--- src/rtl/card_shoe.sv ---
// card_shoe: single-deck card shoe for the game controller.
//
// Holds 52 cards in an internal RAM, optionally shuffles them in place
// (Fisher-Yates driven by a free-running 16-bit Galois LFSR) and deals one
// card per accepted draw. At a round boundary the deck is refilled (and
// reshuffled) once the number of undealt cards has dropped low enough.
//
// Optional feature macro: CARD_SHOE_SHUFFLE_EN
//   defined   : LFSR + SHUFFLE phase compiled in.
//   undefined : no LFSR/SHUFFLE; deck is dealt in fill order 6'h01..6'h3D.
//
// Ports:
//   i_clk        clock, all state on rising edge
//   i_reset      asynchronous, active-high reset
//   i_draw       draw request, one card per cycle while o_ready
//   i_new_round  1-cycle round-start pulse, may trigger a refill/reshuffle
//   o_card       dealt card {suit[1:0], rank[3:0]}, rank 1..13
//   o_card_valid 1-cycle strobe qualifying o_card
//   o_ready      deck prepared, draws accepted
//   o_cards_left undealt cards 0..52 (0 while not ready)
//   o_empty      deck exhausted while ready
module card_shoe #(
  parameter logic [15:0] LFSR_SEED    = 16'hACE1,
  parameter int unsigned RESHUFFLE_AT = 12
) (
  input  logic       i_clk,
  input  logic       i_reset,
  input  logic       i_draw,
  input  logic       i_new_round,
  output logic [5:0] o_card,
  output logic       o_card_valid,
  output logic       o_ready,
  output logic [5:0] o_cards_left,
  output logic       o_empty
);

  localparam logic [5:0] DECK_SIZE = 6'd52;
  localparam logic [5:0] LAST_IDX  = 6'd51;
  localparam logic [5:0] RESHUF    = 6'(RESHUFFLE_AT);

  typedef enum logic [2:0] {
    S_INIT,
    S_PICK,
    S_SWAP_RD,
    S_SWAP_WR,
    S_READY
  } state_t;

  state_t     state;
  logic [5:0] fill_k;
  logic [1:0] suit;
  logic [3:0] rank;
  logic [5:0] ptr;
  logic [5:0] card_q;
  logic       valid_q;
  logic       ready_q;

  logic [5:0] mem [0:51];

  logic       we_a, we_b;
  logic [5:0] addr_a, addr_b;
  logic [5:0] data_a, data_b;

`ifdef CARD_SHOE_SHUFFLE_EN
  localparam logic [15:0] SEED_EFF = (LFSR_SEED == 16'h0000) ? 16'h0001 : LFSR_SEED;
  logic [15:0] lfsr;
  logic [5:0]  idx_i, idx_j;
  logic [5:0]  hold_i, hold_j;
`endif

  // Two write ports: INIT uses port A only; a swap writes both halves at once.
  always_comb begin
    we_a   = 1'b0;
    addr_a = '0;
    data_a = '0;
    we_b   = 1'b0;
    addr_b = '0;
    data_b = '0;
    if (state == S_INIT) begin
      we_a   = 1'b1;
      addr_a = fill_k;
      data_a = {suit, rank};
    end
`ifdef CARD_SHOE_SHUFFLE_EN
    else if (state == S_SWAP_WR) begin
      we_a   = 1'b1;
      addr_a = idx_i;
      data_a = hold_j;
      we_b   = 1'b1;
      addr_b = idx_j;
      data_b = hold_i;
    end
`endif
  end

  // When idx_i == idx_j both ports carry the same value, so order is moot.
  always_ff @(posedge i_clk) begin
    if (we_a) mem[addr_a] <= data_a;
    if (we_b) mem[addr_b] <= data_b;
  end

  always_ff @(posedge i_clk or posedge i_reset) begin
    if (i_reset) begin
      state   <= S_INIT;
      fill_k  <= '0;
      suit    <= '0;
      rank    <= 4'd1;
      ptr     <= '0;
      card_q  <= '0;
      valid_q <= 1'b0;
      ready_q <= 1'b0;
`ifdef CARD_SHOE_SHUFFLE_EN
      lfsr    <= SEED_EFF;
      idx_i   <= LAST_IDX;
      idx_j   <= '0;
      hold_i  <= '0;
      hold_j  <= '0;
`endif
    end else begin
      valid_q <= 1'b0;
`ifdef CARD_SHOE_SHUFFLE_EN
      lfsr <= lfsr[0] ? ((lfsr >> 1) ^ 16'hB400) : (lfsr >> 1);
`endif
      case (state)
        S_INIT: begin
          fill_k <= fill_k + 6'd1;
          if (rank == 4'd13) begin
            rank <= 4'd1;
            suit <= suit + 2'd1;
          end else begin
            rank <= rank + 4'd1;
          end
          if (fill_k == LAST_IDX) begin
            fill_k <= '0;
`ifdef CARD_SHOE_SHUFFLE_EN
            idx_i  <= LAST_IDX;
            state  <= S_PICK;
`else
            ptr     <= '0;
            ready_q <= 1'b1;
            state   <= S_READY;
`endif
          end
        end
`ifdef CARD_SHOE_SHUFFLE_EN
        S_PICK: begin
          // Rejection sampling keeps j uniform over 0..i.
          if (lfsr[5:0] <= idx_i) begin
            idx_j <= lfsr[5:0];
            state <= S_SWAP_RD;
          end
        end
        S_SWAP_RD: begin
          hold_i <= mem[idx_i];
          hold_j <= mem[idx_j];
          state  <= S_SWAP_WR;
        end
        S_SWAP_WR: begin
          if (idx_i == 6'd1) begin
            ptr     <= '0;
            ready_q <= 1'b1;
            state   <= S_READY;
          end else begin
            idx_i <= idx_i - 6'd1;
            state <= S_PICK;
          end
        end
`endif
        S_READY: begin
          // A draw in the same cycle always wins over a round pulse.
          if (i_draw) begin
            if (ptr < DECK_SIZE) begin
              card_q  <= mem[ptr];
              valid_q <= 1'b1;
              ptr     <= ptr + 6'd1;
            end
          end else if (i_new_round && (o_cards_left <= RESHUF)) begin
            ready_q <= 1'b0;
            fill_k  <= '0;
            suit    <= '0;
            rank    <= 4'd1;
            state   <= S_INIT;
          end
        end
        default: begin
          ready_q <= 1'b0;
          state   <= S_INIT;
        end
      endcase
    end
  end

  assign o_card       = card_q;
  assign o_card_valid = valid_q;
  assign o_ready      = ready_q;
  assign o_cards_left = ready_q ? (DECK_SIZE - ptr) : '0;
  assign o_empty      = ready_q && (ptr == DECK_SIZE);

endmodule

--- config.mk ---
export PLATFORM = sky130hd
export DESIGN_NAME = card_shoe
export DESIGN_NICKNAME = d
export VERILOG_FILES = /design/src/rtl/card_shoe.sv
export SDC_FILE = /design/constraint.sdc
export NUM_CORES = 1
export LEC_CHECK = 0
export BUFFER_PORTS_ARGS = -buffer_cell sky130_fd_sc_hd__buf_2
export CORE_MARGIN = 3
export CORE_UTILIZATION = 41
export CTS_BUF_LIST = sky130_fd_sc_hd__clkbuf_4
export CTS_CLUSTER_DIAMETER = 150
export CTS_CLUSTER_SIZE = 14
export DETAILED_ROUTE_END_ITERATION = 8
export MAX_ROUTING_LAYER = met4
export PLACE_DENSITY = 0.54
export SLEW_MARGIN = 20
export SYNTH_ARGS = -nofsm -noshare
export SYNTH_HDL_FRONTEND = slang
export SYNTH_SLANG_ARGS = --single-unit
--- constraint.sdc ---
create_clock -name i_clk -period 2.7 [get_ports i_clk]
set_clock_uncertainty 0.05 [all_clocks]
set_input_delay 0.54 -clock i_clk [delete_from_list [all_inputs] [get_ports i_clk]]
set_output_delay 0.54 -clock i_clk [all_outputs]
set_load 0.01 [all_outputs]
After elaboration in Yosys (flattened, before gate mapping)
Memory sizes are Yosys's and may differ from the RTL's. A register that Yosys moved wholly into a read port is not among the register bits.
Cells that the tools add are included.
Cells by class
  $add $sub $neg: 5
  $lt $le $gt $ge: 2
  reductions and logical operators: 9
  equality and inequality tests: 10
  mux-type cells: 33
Operator list (number)
  $mux W6: 9
  $pmux W6 S2: 2
  $add A6 B1 Y6 const B: 2
  $eq A6 B6 Y1 const B: 2
  $mux W4: 3
  $mux W1: 9
  $mux W3: 3
  $reduce_and A3 Y1: 3
  $ne A2 B2 Y1 const B: 4
  $pmux W4 S2: 1
  $reduce_and A4 Y1: 2
  $le A6 B4 Y1 const B: 1
  $lt A6 B6 Y1 const B: 1
  $mux W2: 3
  $pmux W3 S2: 1
  $sub A6 B6 Y6 const A: 1
  $add A4 B1 Y4 const B: 1
  $eq A4 B4 Y1 const B: 1
  $ne A2 B1 Y1 const B: 2
  $pmux W2 S2: 1
  $eq A3 B3 Y1 const B: 1
  $logic_not A3 Y1: 1
  $add A2 B1 Y2 const B: 1
  $logic_and A1 B1 Y1: 2
  2 further kinds: 2
Word-level totals
  input bits: 4
  bits in writable memories: 312
  register bits: 23
  logic and storage cells: 67
  memories kept: 1
  output and inout bits: 15
Memory list
  mem: words 52, width 6, rd ports 1, clocked after memory_dff 1, write ports 1, RTL line 58  | logic [5:0] mem [0:51];

Logic depth before layout (Yosys ltp)
Gate-level depths: netlist (run 1).
  depth in word-level cells: 7
  gate-level depth with buffers: 12

Worst setup path before layout (run 1)
No wires, ideal clock.
  path kind: register -> register
  start point: register state[2]
  end point: memory mem[0][5], data pin
  stages on the path, launching flop included: 5
  library setup time: 0.456 ns
  slack: -0.179 ns
  arrival time: 2.373 ns
  path through: dfrtp_1 clkbuf_1 buf_1 buf_1 nor2b_1
On the way
  word-level cells in the longest chain between the ends: 2
Ends and longest elaborated chain
  start: declaration: RTL line 49  | state_t state;
  start signal: assignment: RTL line 104  | state <= S_INIT;
  start signal: assignment: RTL line 141  | state <= S_READY;
  start signal: assignment: RTL line 182  | state <= S_INIT;
  $logic_not A3 Y1: RTL line 79  | if (state == S_INIT) begin
  $mux W6: RTL line 79
  named net data_a[5]: RTL line 62  | logic [5:0] data_a, data_b;
  end: declaration: RTL line 58
The timed path passes the listed nets, and every way through them passes these cells.

Worst setup path in the final report (run 1)
  start point: register ptr[0]
  end point: output port o_cards_left[4]
On the way
  word-level cells in the longest chain between the ends: 2
Ends and longest elaborated chain
  start: declaration: RTL line 53  | logic [5:0] ptr;
  start signal: assignment: RTL line 175  | ptr <= ptr + 6'd1;
  $sub A6 B6 Y6: RTL line 196  | assign o_cards_left = ready_q ? (DECK_SIZE - ptr) : '0;
  $mux W6: RTL line 196
  end: declaration: RTL line 33  | output logic [5:0] o_cards_left,
Every way passes these cells.

==> impl_metrics.yaml, run 1 <==
yosys:
  synth_edf_count: 312
  yosys_register_bits: 338
  synth.avg_cell_area_um2: 15.8
  synth_top_family_by_area: "multiplexers"
  synthArstFlopShare: 0.0769
  synthXorXnorAreaFrac: 0.00438
  synth_nets: 893
  synth_flop_cell: "edfxtp_1"
  ys_seq_area_frac: 0.715
  synthSimpleGateAreaFrac: 0.0822
  synth_area_um2: 14000
  synth_top_area_share: 0.669
  synth_mux_area_frac: 0.114
  synth_area_leaders: "edfxtp_1 67%, mux2i_1 5.9%, dfrtp_1 4.5%"
  synthAdderAreaFrac: 0.00447
  yosys_warnings: 0
  yosysTopAreaCell: "edfxtp_1"
  synthCells: 884
  synth-compound-area-share: 0.0580
  ys_types: 51
cells_and_area:
  fin_nets: 1002
  drive_above_1_share: 0.237
  final_area_um2: 15900
  area_growth_pct: 13.7
  layout_common_cells: "312 x edfxtp_1, 97 x buf_4, 78 x mux2i_1, 75 x nor2_1, 56 x nand2_1"
  layout_commonest_cell: "edfxtp_1"
sta:
  setup_viol: 3
  drv_slew: 0
  rsz0062_at_grt: "true"
  period_needed_ns: 2.84
  max-slew-margin-rel: 0.333
  fmax_ghz: 0.353
  fin_crit_sh: 1.05
  worstMarginPinSlew_ns: 0.997
  fin_setup_tns_ns: -0.318
  fin_ws_ns: -0.136
  final_hold_viol_count: 0
global_route:
  grt_pass1_wl_mm: 51.0
  grt.total_usage: 0.194
  grt_start_max_net_pins: 53
  grt_pass1_vias: 7906
  overflow: 0
  antenna_found_initial: 1
clock_network:
  cts.path.max_buffers: 3
  clock_latency_ns: 0.76
  clk_pin_slew_ns: 0.18
  root_buffer: "clkbuf_4"
  cts_tree: "done"
  cts_made_buffers: 28
  cts_max_level: 1
  cts.sinks: 338
setup_path:
  crit_arrival_ns: 2.25
  required_ns: 2.11
  crit_type: "flip-flop to output pin"
  cp_max_fo: 3
  cp-end-kind: "output pin"
  start_kind: "flip-flop"
route:
  ant_nets: 0
  wl_per_cell_um: 23.4
  via_per_inst: 5.41
  drc: 0
  first_pass_iters: 5
  drt-total-wl_mm: 34.2
  drt_iter0_drc: 708
  num_vias: 7925
run_status:
  outcome: "complete, but fails checks"
  violations: "setup timing"
placed_design:
  dp_worst_setup_slack_ns: -0.0105
  hpwl_mm: 22.2
  port_buffers: 18
  routabilityCongestion: 0.832
  dpl-instance-area_um2: 15200
job:
  drv_cap: 0
pwr:
  cellPowerDensity_nw_per_um2: 1050
  p_leak_uw: 0.00538
  peakVddDrop_uv: 1150
floorplanning:
  start_util: 0.417
  row_count: 67
  chipHeight_um: 191
  die_w_um: 191
  die_area_um2: 36400
  boundaryPins: 19
  placeableCoreArea_um2: 33600
hold_path:
  hp-class: "input port to flip-flop"
==> cells in the mapped netlist (2+ instances only) <==
library cell / number
edfxtp_1: 312
a21oi_1: 11
o21ai_0: 21
buf_12: 2
buf_6: 3
or3_1: 2
mux4_1: 7
nand3_1: 25
o21ai_1: 2
xnor2_1: 3
dfrtp_1: 25
inv_1: 10
buf_2: 17
a31oi_1: 7
o211ai_1: 18
nor3b_1: 2
nor2b_1: 22
o221ai_1: 11
clkbuf_1: 19
and2_1: 4
a22oi_1: 27
nor2_1: 77
a311oi_1: 5
nand2_1: 57
or4_1: 5
o2bb2ai_1: 6
o22ai_1: 3
nand4_1: 4
nor3_1: 17
mux4_2: 25
mux2i_1: 83
nand3b_1: 11
buf_1: 8
ha_1: 5
mux2_2: 2
nand2b_1: 8
xor2_1: 4
==> metrics by stage <==
step	total power, uW	hold slack (ns)	util	cells
2_1_floorplan	11400	0.483	-	884
3_3_place_gp	14000	0.514	0.453	1393
3_5_place_dp	14000	0.523	0.453	1393
4_1_cts	16700	0.160	0.470	1455
5_1_grt	17600	0.213	0.474	1464
6_report	16700	0.225	0.474	1464
==> cell type report <==
type,instances,area [um^2]
Clock inverter,1,16.3
Clock buffer,51,383
Tap cell,448,561
Fill cell,2955,17700
Timing Repair Buffer,128,1060
Sequential cell,338,10000
Inverter,11,43.8
Multi-Input combinational cell,486,3830
Antenna cell,1,2.50
==> final timing paths <==
kind	endpoint	cells after the start	slack, ns	from
max in group asynchronous	rank[1]	4	1.91	i_reset
worst min register to register	suit[1]	2	0.55	suit[1]
worst max register to register	o_card[4]	7	0.03	ptr[0]
worst max-delay path	o_cards_left[4]	6	-0.14	ptr[0]
min in group asynchronous	ptr[0]	4	0.34	i_reset
worst min-delay path	fill_k[3]	4	0.23	i_new_round
==> cell families (layout without fill, tap and decap cells) <==
kind of cell / after synthesis / in the layout
flip-flops: 338 / 338
buffers and inverters: 60 / 191
AND/OR/NAND/NOR: 240 / 240
AO/OA/AOI/OAI: 117 / 117
other: 0 / 1
XOR/XNOR: 7 / 7
multiplexers: 117 / 117
adder cells (fa/ha/maj): 5 / 5
==> flip-flops by register name (all words and copies together) (netlist names) <==
register      count
fill_k            6
o_card            6
mem             312
rank              4
ptr               6
state             1
o_card_valid      1
suit              2
==> routing by layer <==
metal  vias up  share of wire  GRT usage
met2       195           0.48      0.307
met5         -              0          -
met4         0          0.024     0.0418
li1       3650              -          -
met3        48          0.048     0.0246
met1      4032           0.45      0.272
==> worst max-delay path, cell delays in order (launching register included) <==
cell	delay, ns
dfrtp_4	0.54
inv_2	0.09
ha_4	0.16
nor2b_1	0.06
or3_1	0.32
a21oi_2	0.15
buf_2	0.16
==> where the power goes <==
| part | internal, uW | total (uW) | switching [uW] |
|---|---|---|---|
| clock network | 847 | 2450 | 1610 |
| logic | 2520 | 6580 | 4070 |
| registers | 7240 | 7660 | 421 |
| total | 10600 | 16700 | 6090 |
==> timing repair <==
action	CTS	global route
setup endpoints to repair	14	9
endpoints found under the hold margin	25	0
gates cloned	1	1
hold buffers	1	0
pin swaps	5	3
setup buffers	8	7
gates resized for setup	13	16
Power figures use the tool's default switching activity.
==> run 2, diff against run 1 <==
--- a/config.mk
+++ b/config.mk
@@ -6,7 +6,8 @@
 export NUM_CORES = 1
 export LEC_CHECK = 0
 export BUFFER_PORTS_ARGS = -buffer_cell sky130_fd_sc_hd__buf_2
-export CORE_MARGIN = 3
+export CORE_ASPECT_RATIO = 1.4
+export CORE_MARGIN = 2
 export CORE_UTILIZATION = 41
 export CTS_BUF_LIST = sky130_fd_sc_hd__clkbuf_4
 export CTS_CLUSTER_DIAMETER = 150
==> constraint.sdc (replaced) <==
create_clock -name i_clk -period 2.7 [get_ports i_clk]
set_clock_uncertainty 0.05 [all_clocks]
set_input_delay 0.54 -clock i_clk [delete_from_list [all_inputs] [get_ports i_clk]]
set_output_delay 0.54 -clock i_clk [all_outputs]
set_load 0.1 [all_outputs]
==> impl_metrics.yaml, run 2 (synthesized netlist as in run 1, its figures left out) <==
run_status:
  outcome: "complete, but fails checks"
  violations: "setup timing"
route:
  via_per_inst: 5.43
  wl_per_cell_um: 23.4
  ant_nets: 0
  drc: 0
  drt_iter0_drc: 592
  num_vias: 7909
  drt-total-wl_mm: 34.1
  first_pass_iters: 5
global_route:
  grt_pass1_vias: 7930
  grt_pass1_wl_mm: 51.3
  grt_start_max_net_pins: 53
  overflow: 0
  antenna_found_initial: 1
  grt.total_usage: 0.199
setup_path:
  required_ns: 2.11
  reg2reg_depth: 8
  r2r_setup_slack_ns: 0.04
  start_kind: "flip-flop"
  cp_max_fo: 4
  timing.rr.end: "o_card[5]"
  r2r_start: "ptr[2]"
  crit_type: "flip-flop to output pin"
  crit_arrival_ns: 2.31
  cp-end-kind: "output pin"
  crit_path_end: "o_cards_left[4]"
  crit_path_start: "ptr[1]"
cells_and_area:
  top_register: "mem"
  layout_common_cells: "312 x edfxtp_1, 86 x buf_4, 82 x mux2i_1, 74 x nor2_1, 57 x nand2_1"
  largest_reg_flops: 312
  fin_nets: 991
  final_area_um2: 16000
  fin_cells: 1456
  area_growth_pct: 14.0
  layout_commonest_cell: "edfxtp_1"
  drive_above_1_share: 0.230
clock_network:
  cts.path.max_buffers: 3
  cts_max_level: 1
  root_buffer: "clkbuf_4"
  clock_latency_ns: 0.80
  cts.sinks: 338
  cts_made_buffers: 28
  clk_pin_slew_ns: 0.17
  cts_tree: "done"
floorplanning:
  row_count: 80
  die_area_um2: 35700
  boundaryPins: 19
  die_w_um: 160
  placeableCoreArea_um2: 33800
  start_util: 0.414
  chipHeight_um: 223
pwr:
  peakVddDrop_uv: 1030
  power.total_uw: 17300
  p_leak_uw: 0.00534
  cellPowerDensity_nw_per_um2: 1080
placed_design:
  dp_worst_setup_slack_ns: 0.260
  port_buffers: 18
  placed_cells: 1382
  dpl-instance-area_um2: 15300
  hpwl_mm: 22.6
  routabilityCongestion: 0.877
sta:
  max-slew-margin-rel: 0.468
  fmax_ghz: 0.345
  fin_setup_tns_ns: -0.506
  worstMarginPinSlew_ns: 0.798
  rsz0062_at_grt: "true"
  fin_ws_ns: -0.196
  drv_slew: 0
  period_needed_ns: 2.90
  final_hold_viol_count: 0
  setup_viol: 5
  fin_crit_sh: 1.07
hold_path:
  hp-class: "input port to flip-flop"
job:
  drv_cap: 0
-- run 2: changes by cell type in the layout (fill, tap and decap cells not counted), sizes merged --
cell,delta
clkbuf,-1
clkinvlp,+1
inv,-1
buf,-10
-- run 2: how the worst min path moves through the flow --
stage | start | to | slack (ns) | cells after the start
2_1_floorplan | suit[0] | suit[0] | 0.48 | 2
3_3_place_gp | suit[0] | suit[0] | 0.51 | 2
3_5_place_dp | suit[0] | suit[0] | 0.52 | 2
4_1_cts | i_new_round | suit[1] | 0.09 | 4
5_1_grt | i_new_round | suit[1] | 0.14 | 4
6_report | i_new_round | suit[1] | 0.15 | 4
-- run 2: final cells by class --
class / count / area (um^2)
repair buffers: 117 / 1090
inverters: 11 / 50.0
multi-input cells: 486 / 3840
flip-flops and latches: 338 / 10000
well taps: 451 / 564
clock buffers: 51 / 383
clock inverters: 1 / 16.3
diodes: 1 / 2.50
fillers: 2979 / 17900
-- run 2: metal layers --
metal,GRT usage,vias to the layer above,part of all wire
li1,-,3642,-
met3,0.0252,68,0.049
met4,0.0820,0,0.041
met2,0.335,237,0.51
met5,-,-,0
met1,0.244,3962,0.40
-- run 2: where the power goes --
group	leakage [uW]	internal, uW	switching, uW	total (uW)
registers	0.00311	7240	415	7650
clock network	0.000242	847	1600	2440
logic	0.00200	2610	4590	7200
-- run 2: repair_timing --
item	4_1_cts	5_1_grt
setup buffers	16	4
pin swaps	4	2
hold buffers	1	0
hold endpoints to repair	16	0
endpoints found under the setup margin	8	9
resized for setup	14	6
gates cloned	1	0
-- run 2: worst max-delay path: stages (launching register included) --
cell,delay [ns]
dfrtp_4,0.54
inv_4,0.08
ha_4,0.12
nor2b_1,0.04
or3_4,0.37
a21oi_4,0.17
buf_12,0.19
-- run 2: through the flow --
stage / utilization / hold WS, ns
floorplan: - / 0.483
global placement: 0.453 / 0.513
CTS: 0.471 / 0.0904
finish: 0.472 / 0.145
global route: 0.472 / 0.137
detailed placement: 0.453 / 0.521
